==> config.mk <==
export PLATFORM = sky130hd
export DESIGN_NAME = alu_serial
export DESIGN_NICKNAME = d
export VERILOG_FILES = /design/src/rtl/alu_pkg.sv /design/src/rtl/alu_top.sv /design/src/rtl/alu_serial.sv
export SDC_FILE = /design/constraint.sdc
export NUM_CORES = 1
export LEC_CHECK = 0
export CAP_MARGIN = 20
export CORE_AREA = 5 5 136 138
export CTS_CLUSTER_DIAMETER = 150
export DETAILED_ROUTE_END_ITERATION = 8
export DIE_AREA = 0 0 141 143
export DONT_BUFFER_PORTS = 1
export PLACE_DENSITY = 0.65
export SETUP_SLACK_MARGIN = 0.4
export SLEW_MARGIN = 20
export SYNTH_ARGS = -nofsm -noshare
export SYNTH_HDL_FRONTEND = slang
export SYNTH_SLANG_ARGS = --single-unit
export TNS_END_PERCENT = 20
==> constraint.sdc <==
create_clock -name clk -period 7.4 [get_ports clk]
set_input_delay 1.48 -clock clk [delete_from_list [all_inputs] [get_ports clk]]
set_output_delay 1.48 -clock clk [all_outputs]
set_load 0.05 [all_outputs]
==> src/rtl/alu_pkg.sv <==
// Shared definitions for the bit-serial ALU: op codes, slice operation
// encodings, controller states and the op-code legality helper.
package alu_pkg;

  localparam int ALU_WIDTH = 32;

  localparam logic [3:0] OP_AND = 4'b0000;
  localparam logic [3:0] OP_OR  = 4'b0001;
  localparam logic [3:0] OP_ADD = 4'b0010;
  localparam logic [3:0] OP_SUB = 4'b0110;
  localparam logic [3:0] OP_SLT = 4'b0111;
  localparam logic [3:0] OP_NOR = 4'b1100;
  localparam logic [3:0] OP_XOR = 4'b1101;

  typedef enum logic [1:0] {
    SL_AND  = 2'b00,
    SL_OR   = 2'b01,
    SL_ADD  = 2'b10,
    SL_LESS = 2'b11
  } slice_op_e;

  typedef enum logic [1:0] {
    IDLE = 2'd0,
    RUN  = 2'd1,
    FIX  = 2'd2,
    DONE = 2'd3
  } state_e;

  function automatic logic op_legal(input logic [3:0] op);
    case (op)
      OP_AND, OP_OR, OP_ADD, OP_SUB, OP_SLT, OP_NOR, OP_XOR: return 1'b1;
      default:                                              return 1'b0;
    endcase
  endfunction

endpackage

==> src/rtl/alu_top.sv <==
// 1-bit ALU slice: optional operand inversion, then AND / OR / full-add / less
// select; carry out is always the full-adder carry of the inverted operands.
module alu_top
  import alu_pkg::*;
(
  input  logic      a_i,
  input  logic      b_i,
  input  logic      cin_i,
  input  logic      a_invert_i,
  input  logic      b_invert_i,
  input  logic      less_i,
  input  slice_op_e operation_i,
  output logic      result_o,
  output logic      cout_o
);

  logic a_s;
  logic b_s;

  assign a_s    = a_i ^ a_invert_i;
  assign b_s    = b_i ^ b_invert_i;
  assign cout_o = (a_s & b_s) | (a_s & cin_i) | (b_s & cin_i);

  always_comb begin
    case (operation_i)
      SL_AND:  result_o = a_s & b_s;
      SL_OR:   result_o = a_s | b_s;
      SL_ADD:  result_o = a_s ^ b_s ^ cin_i;
      SL_LESS: result_o = less_i;
      default: result_o = 1'b0;
    endcase
  end

endmodule

==> src/rtl/alu_serial.sv <==
// Bit-serial ALU: one alu_top slice walks the operands LSB first, carry kept
// in a flop; SLT takes one extra cycle to fold the MSB sum and overflow.
module alu_serial
  import alu_pkg::*;
#(
  parameter int WIDTH = ALU_WIDTH,
  parameter int IDXW  = $clog2(WIDTH)
) (
  input  logic             clk,
  input  logic             rst_n,
  input  logic             start,
  input  logic [WIDTH-1:0] src1,
  input  logic [WIDTH-1:0] src2,
  input  logic [3:0]       ALU_control,
  output logic             busy,
  output logic             done,
  output logic [WIDTH-1:0] result,
  output logic             zero,
  output logic             cout,
  output logic             overflow,
  output logic             err
);

  state_e            state_q, state_d;
  logic [WIDTH-1:0]  a_q, a_d, b_q, b_d, acc_q, acc_d, result_q, result_d;
  logic [3:0]        op_q, op_d;
  logic [IDXW-1:0]   idx_q, idx_d;
  logic              carry_q, carry_d, cin_msb_q, cin_msb_d;
  logic              cout_msb_q, cout_msb_d, sum_msb_q, sum_msb_d;
  logic              busy_q, busy_d, done_q, done_d, zero_q, zero_d;
  logic              cout_q, cout_d, ovf_q, ovf_d, err_q, err_d;

  logic              legal_s, arith_s, bit_s;
  logic              sl_a_s, sl_b_s, sl_ainv_s, sl_binv_s, sl_res_s, sl_cout_s;
  slice_op_e         sl_op_s;

  assign legal_s = op_legal(op_q);
  assign arith_s = legal_s & op_q[1];

  // Illegal codes run the slice as AND on zeroed operands; SLT runs as SUB.
  always_comb begin
    sl_a_s    = legal_s ? a_q[idx_q] : 1'b0;
    sl_b_s    = legal_s ? b_q[idx_q] : 1'b0;
    sl_ainv_s = legal_s ? op_q[3] : 1'b0;
    sl_binv_s = legal_s ? op_q[2] : 1'b0;
    if (!legal_s) begin
      sl_op_s = SL_AND;
    end else if (op_q == OP_SLT) begin
      sl_op_s = SL_ADD;
    end else begin
      sl_op_s = slice_op_e'(op_q[1:0]);
    end
    bit_s = (op_q == OP_XOR) ? (a_q[idx_q] ^ b_q[idx_q]) : sl_res_s;
  end

  alu_top u_slice (
    .a_i         (sl_a_s),
    .b_i         (sl_b_s),
    .cin_i       (carry_q),
    .a_invert_i  (sl_ainv_s),
    .b_invert_i  (sl_binv_s),
    .less_i      (1'b0),
    .operation_i (sl_op_s),
    .result_o    (sl_res_s),
    .cout_o      (sl_cout_s)
  );

  // Next-state and datapath update for the serial controller.
  always_comb begin
    state_d    = state_q;
    a_d        = a_q;
    b_d        = b_q;
    op_d       = op_q;
    idx_d      = idx_q;
    carry_d    = carry_q;
    acc_d      = acc_q;
    cin_msb_d  = cin_msb_q;
    cout_msb_d = cout_msb_q;
    sum_msb_d  = sum_msb_q;
    result_d   = result_q;
    zero_d     = zero_q;
    cout_d     = cout_q;
    ovf_d      = ovf_q;
    err_d      = err_q;
    done_d     = 1'b0;
    case (state_q)
      IDLE: begin
        if (start) begin
          a_d     = src1;
          b_d     = src2;
          op_d    = ALU_control;
          idx_d   = '0;
          acc_d   = '0;
          carry_d = (op_legal(ALU_control) & ALU_control[1]) ? ALU_control[2] : 1'b0;
          state_d = RUN;
        end else begin
          state_d = IDLE;
        end
      end
      RUN: begin
        acc_d[idx_q] = bit_s;
        carry_d      = arith_s ? sl_cout_s : 1'b0;
        idx_d        = idx_q + IDXW'(1);
        if (idx_q == IDXW'(WIDTH - 1)) begin
          cin_msb_d  = carry_q;
          cout_msb_d = sl_cout_s;
          sum_msb_d  = sl_res_s;
          state_d    = (op_q == OP_SLT) ? FIX : DONE;
        end else begin
          state_d = RUN;
        end
      end
      FIX: begin
        // Signed less-than is the MSB sum corrected by signed overflow.
        acc_d   = {{(WIDTH-1){1'b0}}, sum_msb_q ^ (cin_msb_q ^ cout_msb_q)};
        state_d = DONE;
      end
      DONE: begin
        result_d = acc_q;
        zero_d   = (acc_q == '0);
        cout_d   = arith_s ? cout_msb_q : 1'b0;
        ovf_d    = arith_s ? (cin_msb_q ^ cout_msb_q) : 1'b0;
        err_d    = ~legal_s;
        done_d   = 1'b1;
        state_d  = IDLE;
      end
      default: state_d = IDLE;
    endcase
    busy_d = (state_d == RUN) || (state_d == FIX);
  end

  // State, datapath and output registers with synchronous reset.
  always_ff @(posedge clk) begin
    if (rst_n) begin
      state_q    <= IDLE;
      a_q        <= '0;
      b_q        <= '0;
      op_q       <= 4'b0000;
      idx_q      <= '0;
      carry_q    <= 1'b0;
      acc_q      <= '0;
      cin_msb_q  <= 1'b0;
      cout_msb_q <= 1'b0;
      sum_msb_q  <= 1'b0;
      result_q   <= '0;
      zero_q     <= 1'b0;
      cout_q     <= 1'b0;
      ovf_q      <= 1'b0;
      err_q      <= 1'b0;
      busy_q     <= 1'b0;
      done_q     <= 1'b0;
    end else begin
      state_q    <= state_d;
      a_q        <= a_d;
      b_q        <= b_d;
      op_q       <= op_d;
      idx_q      <= idx_d;
      carry_q    <= carry_d;
      acc_q      <= acc_d;
      cin_msb_q  <= cin_msb_d;
      cout_msb_q <= cout_msb_d;
      sum_msb_q  <= sum_msb_d;
      result_q   <= result_d;
      zero_q     <= zero_d;
      cout_q     <= cout_d;
      ovf_q      <= ovf_d;
      err_q      <= err_d;
      busy_q     <= busy_d;
      done_q     <= done_d;
    end
  end

  assign busy     = busy_q;
  assign done     = done_q;
  assign result   = result_q;
  assign zero     = zero_q;
  assign cout     = cout_q;
  assign overflow = ovf_q;
  assign err      = err_q;

endmodule

# --- After elaboration in Yosys (flattened, before gate mapping) ---
# Index checks and enable logic that the tools add are counted.
# W data, S select, Z words.
op_classes:
  addsub: 1
  order_cmp: 2
  eq_ne: 22
  n_mux: 34
  bitwise: 16
  n_reduce_logical: 15
op_table:
  columns: ["operator", "n"]
  rows:
  - ["$pmux W32 S3", 1]
  - ["$bwmux W32", 1]
  - ["$logic_not A32 Y1", 1]
  - ["$mux W32", 1]
  - ["$mux W1", 20]
  - ["$eq A4 B3 Y1 const B", 4]
  - ["$eq A4 B4 Y1 const B", 4]
  - ["$reduce_or A7 Y1", 2]
  - ["$bmux W1 S5", 2]
  - ["$eq A2 B2 Y1 const B", 5]
  - ["$pmux W5 S2", 1]
  - ["$eq A4 B1 Y1 const B", 2]
  - ["$eq A4 B2 Y1 const B", 2]
  - ["$logic_not A4 Y1", 2]
  - ["$pmux W2 S4", 1]
  - ["$reduce_and A2 Y1", 4]
  - ["$xor A1 B1 Y1", 7]
  - ["$eq A2 B1 Y1 const B", 3]
  - ["$lt A5 B6 Y1 const B", 1]
  - ["$mux W2", 3]
  - ["$add A5 B1 Y5 const B", 1]
  - ["$and A1 B1 Y1", 5]
  - ["$demux W1 S5", 1]
  - ["$eq A5 B5 Y1 const B", 1]
  - ["12 further kinds", 15]
word_totals:
  ff_bits: 149
  inputBits: 71
  word_cells: 107

# --- Logic depth before layout (Yosys ltp) ---
logic_depth:
  ltp_word: 11
  ltp_mapped: 17
  ltp_nobuf: 14

# --- Modules after synthesis ---
# Synthesis repeated with hierarchy kept, for this count alone.
unflattened:
  cells_unflattened: 805
  area_unflattened_um2: 6969.2
by_module_without_submodules:
  columns: ["mod", "instances", "cells_each", "area_per_inst_um2"]
  rows:
  - ["alu_serial", 1, 796, 6872.8]
  - ["alu_top", 1, 9, 96.3]

# --- Least setup slack after synthesis ---
# Ideal clock, no wire load.
synth_path:
  path_kind: "register to register"
  from: "register idx_q[0]"
  to: "register acc_q[10]"
  setup_time_ps: 67
  t_arrival_ps: 3170
  t_required_ps: 7333
  slack_ps: 4163
  path_stages_with_launch: 14
  period_less_slack_ps: 3237
  path_cell_list: "dfxtp_1 buf_6 mux4_2 a22oi_2 nand4_2 mux2_2 inv_1 fa_1 or3_1 o221ai_1 nand2b_1 o21ai_4 buf_6 o21ai_2"
synth_between:
  elab_chain_len: 10
  word_cells_on_any_way: 22
  classes_between: "order compare (2); mux (12); bitwise (7); reduce/logical (1)"
synth_rtl:
  columns: ["item", "line_no", "rtl"]
  rows:
  - ["from (decl)", "alu_serial.sv:27", "logic [IDXW-1:0] idx_q, idx_d;"]
  - ["from (signal assigned)", "alu_serial.sv:157", "idx_q <= idx_d;"]
  - ["$bmux W1 S5 (on tied branches)", "alu_serial.sv:42, alu_serial.sv:53, alu_serial.sv:43", null]
  - ["$mux W1 (on tied branches)", "alu_serial.sv:42, alu_serial.sv:53, alu_serial.sv:43", null]
  - ["$mux W1 (on tied branches)", "alu_serial.sv:42, alu_serial.sv:43", null]
  - ["$xor A1 B1 Y1 (on tied branches)", "alu_top.sv:20, alu_top.sv:21", null]
  - ["$xor A1 B1 Y1 (2 in a row)", "alu_top.sv:28", "SL_ADD: result_o = a_s ^ b_s ^ cin_i;"]
  - ["$pmux W1 S4", "alu_top.sv:25", "case (operation_i)"]
  - ["$mux W1", "alu_serial.sv:53", "bit_s = (op_q == OP_XOR) ? (a_q[idx_q] ^ b_q[idx_q]) : sl_res_s;"]
  - ["$bwmux W32 (*)", "alu_serial.sv:101", "acc_d[idx_q] = bit_s;"]
  - ["$pmux W32 S3 (*)", "alu_serial.sv:86", "case (state_q)"]
  - ["to (signal assigned)", "alu_serial.sv:141", "acc_q <= '0;"]
  - ["to (signal assigned)", "alu_serial.sv:159", "acc_q <= acc_d;"]
  - ["to (decl)", "alu_serial.sv:25", "logic [WIDTH-1:0] a_q, a_d, b_q, b_d, acc_q, acc_d, result_q, result_d;"]
# Every way passes the cells marked *; elsewhere a longest branch is shown, timed or not. The select of a mux whose other input is x is not followed.
# A chain may end at the register's enable or synchronous reset.

# --- Final worst setup path ---
layout_path:
  from: "register idx_q[1]"
  to: "register acc_q[10]"
# The elaborated chain is that of the path after synthesis.

==> metrics.md <==
| Metric | Value |
|---|---|
| Status | `completed` |
| Worst Tran Pin Value | `1.04 ns` |
| Routed len/inst | `between 15 and 20 microns` |
| Largest cells by area after synthesis | `dfxtp_1 44%, mux2i_1 8.5%, nand2_1 8.3%` |
| Area leader, netlist | `dfxtp_1` |
| Initial Util | `0.396` |
| Hold Vio Cnt, Final | `0` |
| Nets | `between 800 and 900` |
| Routed vias/inst | `around 5.3` |
| Fraction of layout cells with a size suffix above 1 | `0.109` |
| Core area | `17,100 sq um` |
| Number of global-route vias before repair | `5,067` |
| Max-slew headroom | `0.309` |
| Critical path buffer and inverter count | `2` |
| WHS | `between 0.4 and 0.5 ns` |
| DR pass1 iterations | `4` |
| Die Wd | `141 microns` |
| Port buffer count | `0` |
| First-pass GRT wire length | `26,400 microns` |
| WP data arrival | `roughly 4.3 ns` |
| Hold Path Class | `reg2reg` |
| Filler cell count in the final layout | `between 1,500 and 2,000` |
| Die area | `20,200 sq um` |
| Critical path peak fanout | `33` |
| Slew Viols, Final | `0` |
| Clock transition at the registers of the reported paths | `about 0.06 ns` |
| Delay-heaviest family, CP | `simple AND/OR/NAND/NOR gates` |
| Final Util | `0.435` |
| # IOs | `approximately 110` |
| Avg Synthesized Cell Area | `approximately 8.4 sq um` |
| Antenna viol nets, final | `0` |
| Async set or reset register ratio after synthesis | `0` |
| Area taken by multi-input logic gates | `3450 sq um` |
| RSZ-0062 raised after global routing | `false` |
| Register area | `about 3000 sq um` |
| All-layer global routing usage | `0.162` |
| Final global-route overflow total | `0` |
| CTS Root Cell | `clkbuf_16` |
| Cell row count | `48` |
| Net Count, Synth | `around 890` |
| Pwr per Cell Area | `roughly 250 nW/um^2` |
| YS warnings | `0` |
| Maximum clock path buffer count | `2` |
| Worst skew pair latency | `0.43 ns` |
| Final WL | `16,200 microns` |
| Post-CTS Repair Setup Buffers | `0` |
| Met2 routed WL | `between 7000 and 8000 microns` |
| Design Power | `~1.9 mW` |
| DRT iter0 DRCs | `358` |
| Setup Viol. Count Final | `0` |
| Crit path max-delay cell type | `dfxtp_2` |
| TritonCTS Sinks | `roughly 150` |
| CP required | `between 7 and 8 ns` |
| Peak Freq | `roughly 0.26 GHz` |
| VDD IR max | `around 170 uV` |
| Crit path capture type | `flop` |
| Synth cell types | `between 50 and 60` |
| Number of max-cap violations | `0` |
| GP Congestion | `about 0.78` |
| Sequential cell area fraction in the yosys report | `0.442` |
| Startpoint Class | `flop` |
| Syn-to-layout area delta | `9.84%` |
| Detailed-route via count | `about 5,300` |
| TritonCTS clock tree | `done` |
| Post-synth top flop | `dfxtp_1` |
| Hpwl dp | `~11,000 microns` |
| Initial antenna violation count | `0` |
| Die H | `around 140 microns` |
| Depth of the CTS H-tree | `4` |
| Num CTS Buffers | `17` |
| DR top layer | `met4` |
| Area share of the largest cell type after synthesis | `0.442` |
| Slowest Stage Delay on Critical Path | `roughly 0.9 ns` |
| Post-synth EDFFs | `0` |
| Flops & latches, synth | `approximately 150` |
| Synth Cell Area | `slightly below 7000 sq um` |
| Wl on met1 | `between 7000 and 8000 microns` |
| Lkg Pwr | `between 2 and 3 nW` |
| Final period utilization | `0.527` |
| Largest net degree at the start of global routing | `about 120` |
| Layout Skew | `~0.0084 ns` |
| Mapped Cells | `between 800 and 900` |
| Crit-path cells | `mux4_1, a22oi_1, nand4_2, xor2_1, and2_1, inv_1, fa_1, or3_1, o221ai_1, nand2b_1, o21ai_4, buf_4, o21ai_2` |
| DRC | `0` |
| WL met3 | `approximately 1000 microns` |
| Crit path time final | `a little under 4 ns` |
| Setup TNS | `0 ns` |
| Antenna Cells | `0` |
| Hold bufs inserted after CTS | `0` |
| Crit Path Category | `reg2reg` |
| Post_cts resized | `0` |
==> metal layers <==
| metal | global-route usage | vias to the layer above |
|---|---|---|
| met3 | 0.0553 | 13 |
| met2 | 0.252 | 134 |
| met1 | 0.219 | 2436 |
| met4 | 0.0398 | 0 |
| li1 | - | 2685 |
| met5 | 0 | - |
==> state kept, by name, summed over array words and instances, names as in the netlist, 2 cells and up <==
register and count:
a_q 32, acc_q 32, b_q 32, result 32, idx_q 5, op_q 4
state_q 2
==> layout make-up <==
class,count,share of cell area
multi-input combinational,577,0.466
sequential,149,0.402
clock buffer,20,0.0602
tap,225,0.0380
clock inverter,12,0.0240
inverter,11,0.00557
timing repair buffer,4,0.00405
==> power breakdown <==
| part | total (mW) | internal [mW] | switching (mW) |
|---|---|---|---|
| sequential | 0.849 | 0.829 | 0.0200 |
| clock | 0.912 | 0.574 | 0.338 |
| combinational | 0.129 | 0.0432 | 0.0863 |
| total | 1.89 | 1.45 | 0.445 |
==> per-stage QoR <==
stage	setup WS (ns)	instance area [sq um]	std cells
floorplan	4.16	6750	804
CTS	3.47	7410	998
global route	3.17	7420	998
global placement	3.56	6790	966
finish	3.50	7420	998
detailed placement	3.50	6790	966
==> path summary, 6_finish.rpt <==
path,from,end,slack (ns),depth (start not counted)
max,idx_q[1],acc_q[10],3.50,13
min,a_q[16],a_q[16],0.45,2
max reg2reg,idx_q[1],acc_q[10],3.50,13
min reg2reg,a_q[16],a_q[16],0.45,2
==> placed cells by master (no fill, tap or decap), drive strengths merged, types with 2 or more instances in the layout <==
master	instances
a21oi	109
a22oi	14
a32oi	2
a41oi	2
and2	7
and3	3
buf	4
bufinv	4
clkbuf	20
clkinv	6
dfxtp	149
ha	12
inv	12
mux2	2
mux2i	57
mux4	4
nand2	150
nand2b	7
nand3	41
nand4	4
nor2	55
nor2b	9
nor3	8
nor4	6
o21ai	64
or3	2
xnor2	2
xor2	4
==> kinds of logic (layout without fill, tap and decap cells) <==
kind of cell / after synthesis / count (layout) / share of synthesized area
buffers and inverters: 78 / 47 / 0.0487
XOR/XNOR: 6 / 6 / 0.00890
multiplexers: 63 / 63 / 0.103
AND/OR/NAND/NOR: 297 / 297 / 0.196
adder cells (fa/ha/maj): 13 / 13 / 0.0252
flip-flops: 149 / 149 / 0.442
AO/OA/AOI/OAI: 198 / 198 / 0.176
==> tightest hold or removal path, delay by kind of cell (launching register included) <==
kind | cells | cell delay [ns]
simple gates | 1 | 0.05
compound gates | 1 | 0.05
flops | 1 | 0.31
==> synthesized netlist by cell type (all sizes together) (3+ instances only) <==
cell type    n
mux4         4
nand4        4
nand2      150
buf         18
xor2         4
o21ai       64
inv         11
nor2b        9
nand3       41
a22oi       14
nand2b       7
nor2        55
dfxtp      149
mux2i       57
ha          12
nor4         6
and2         7
nor3         8
and3         3
a21oi      109
clkbuf      49
No activity file was read; power rests on OpenSTA's default activity.
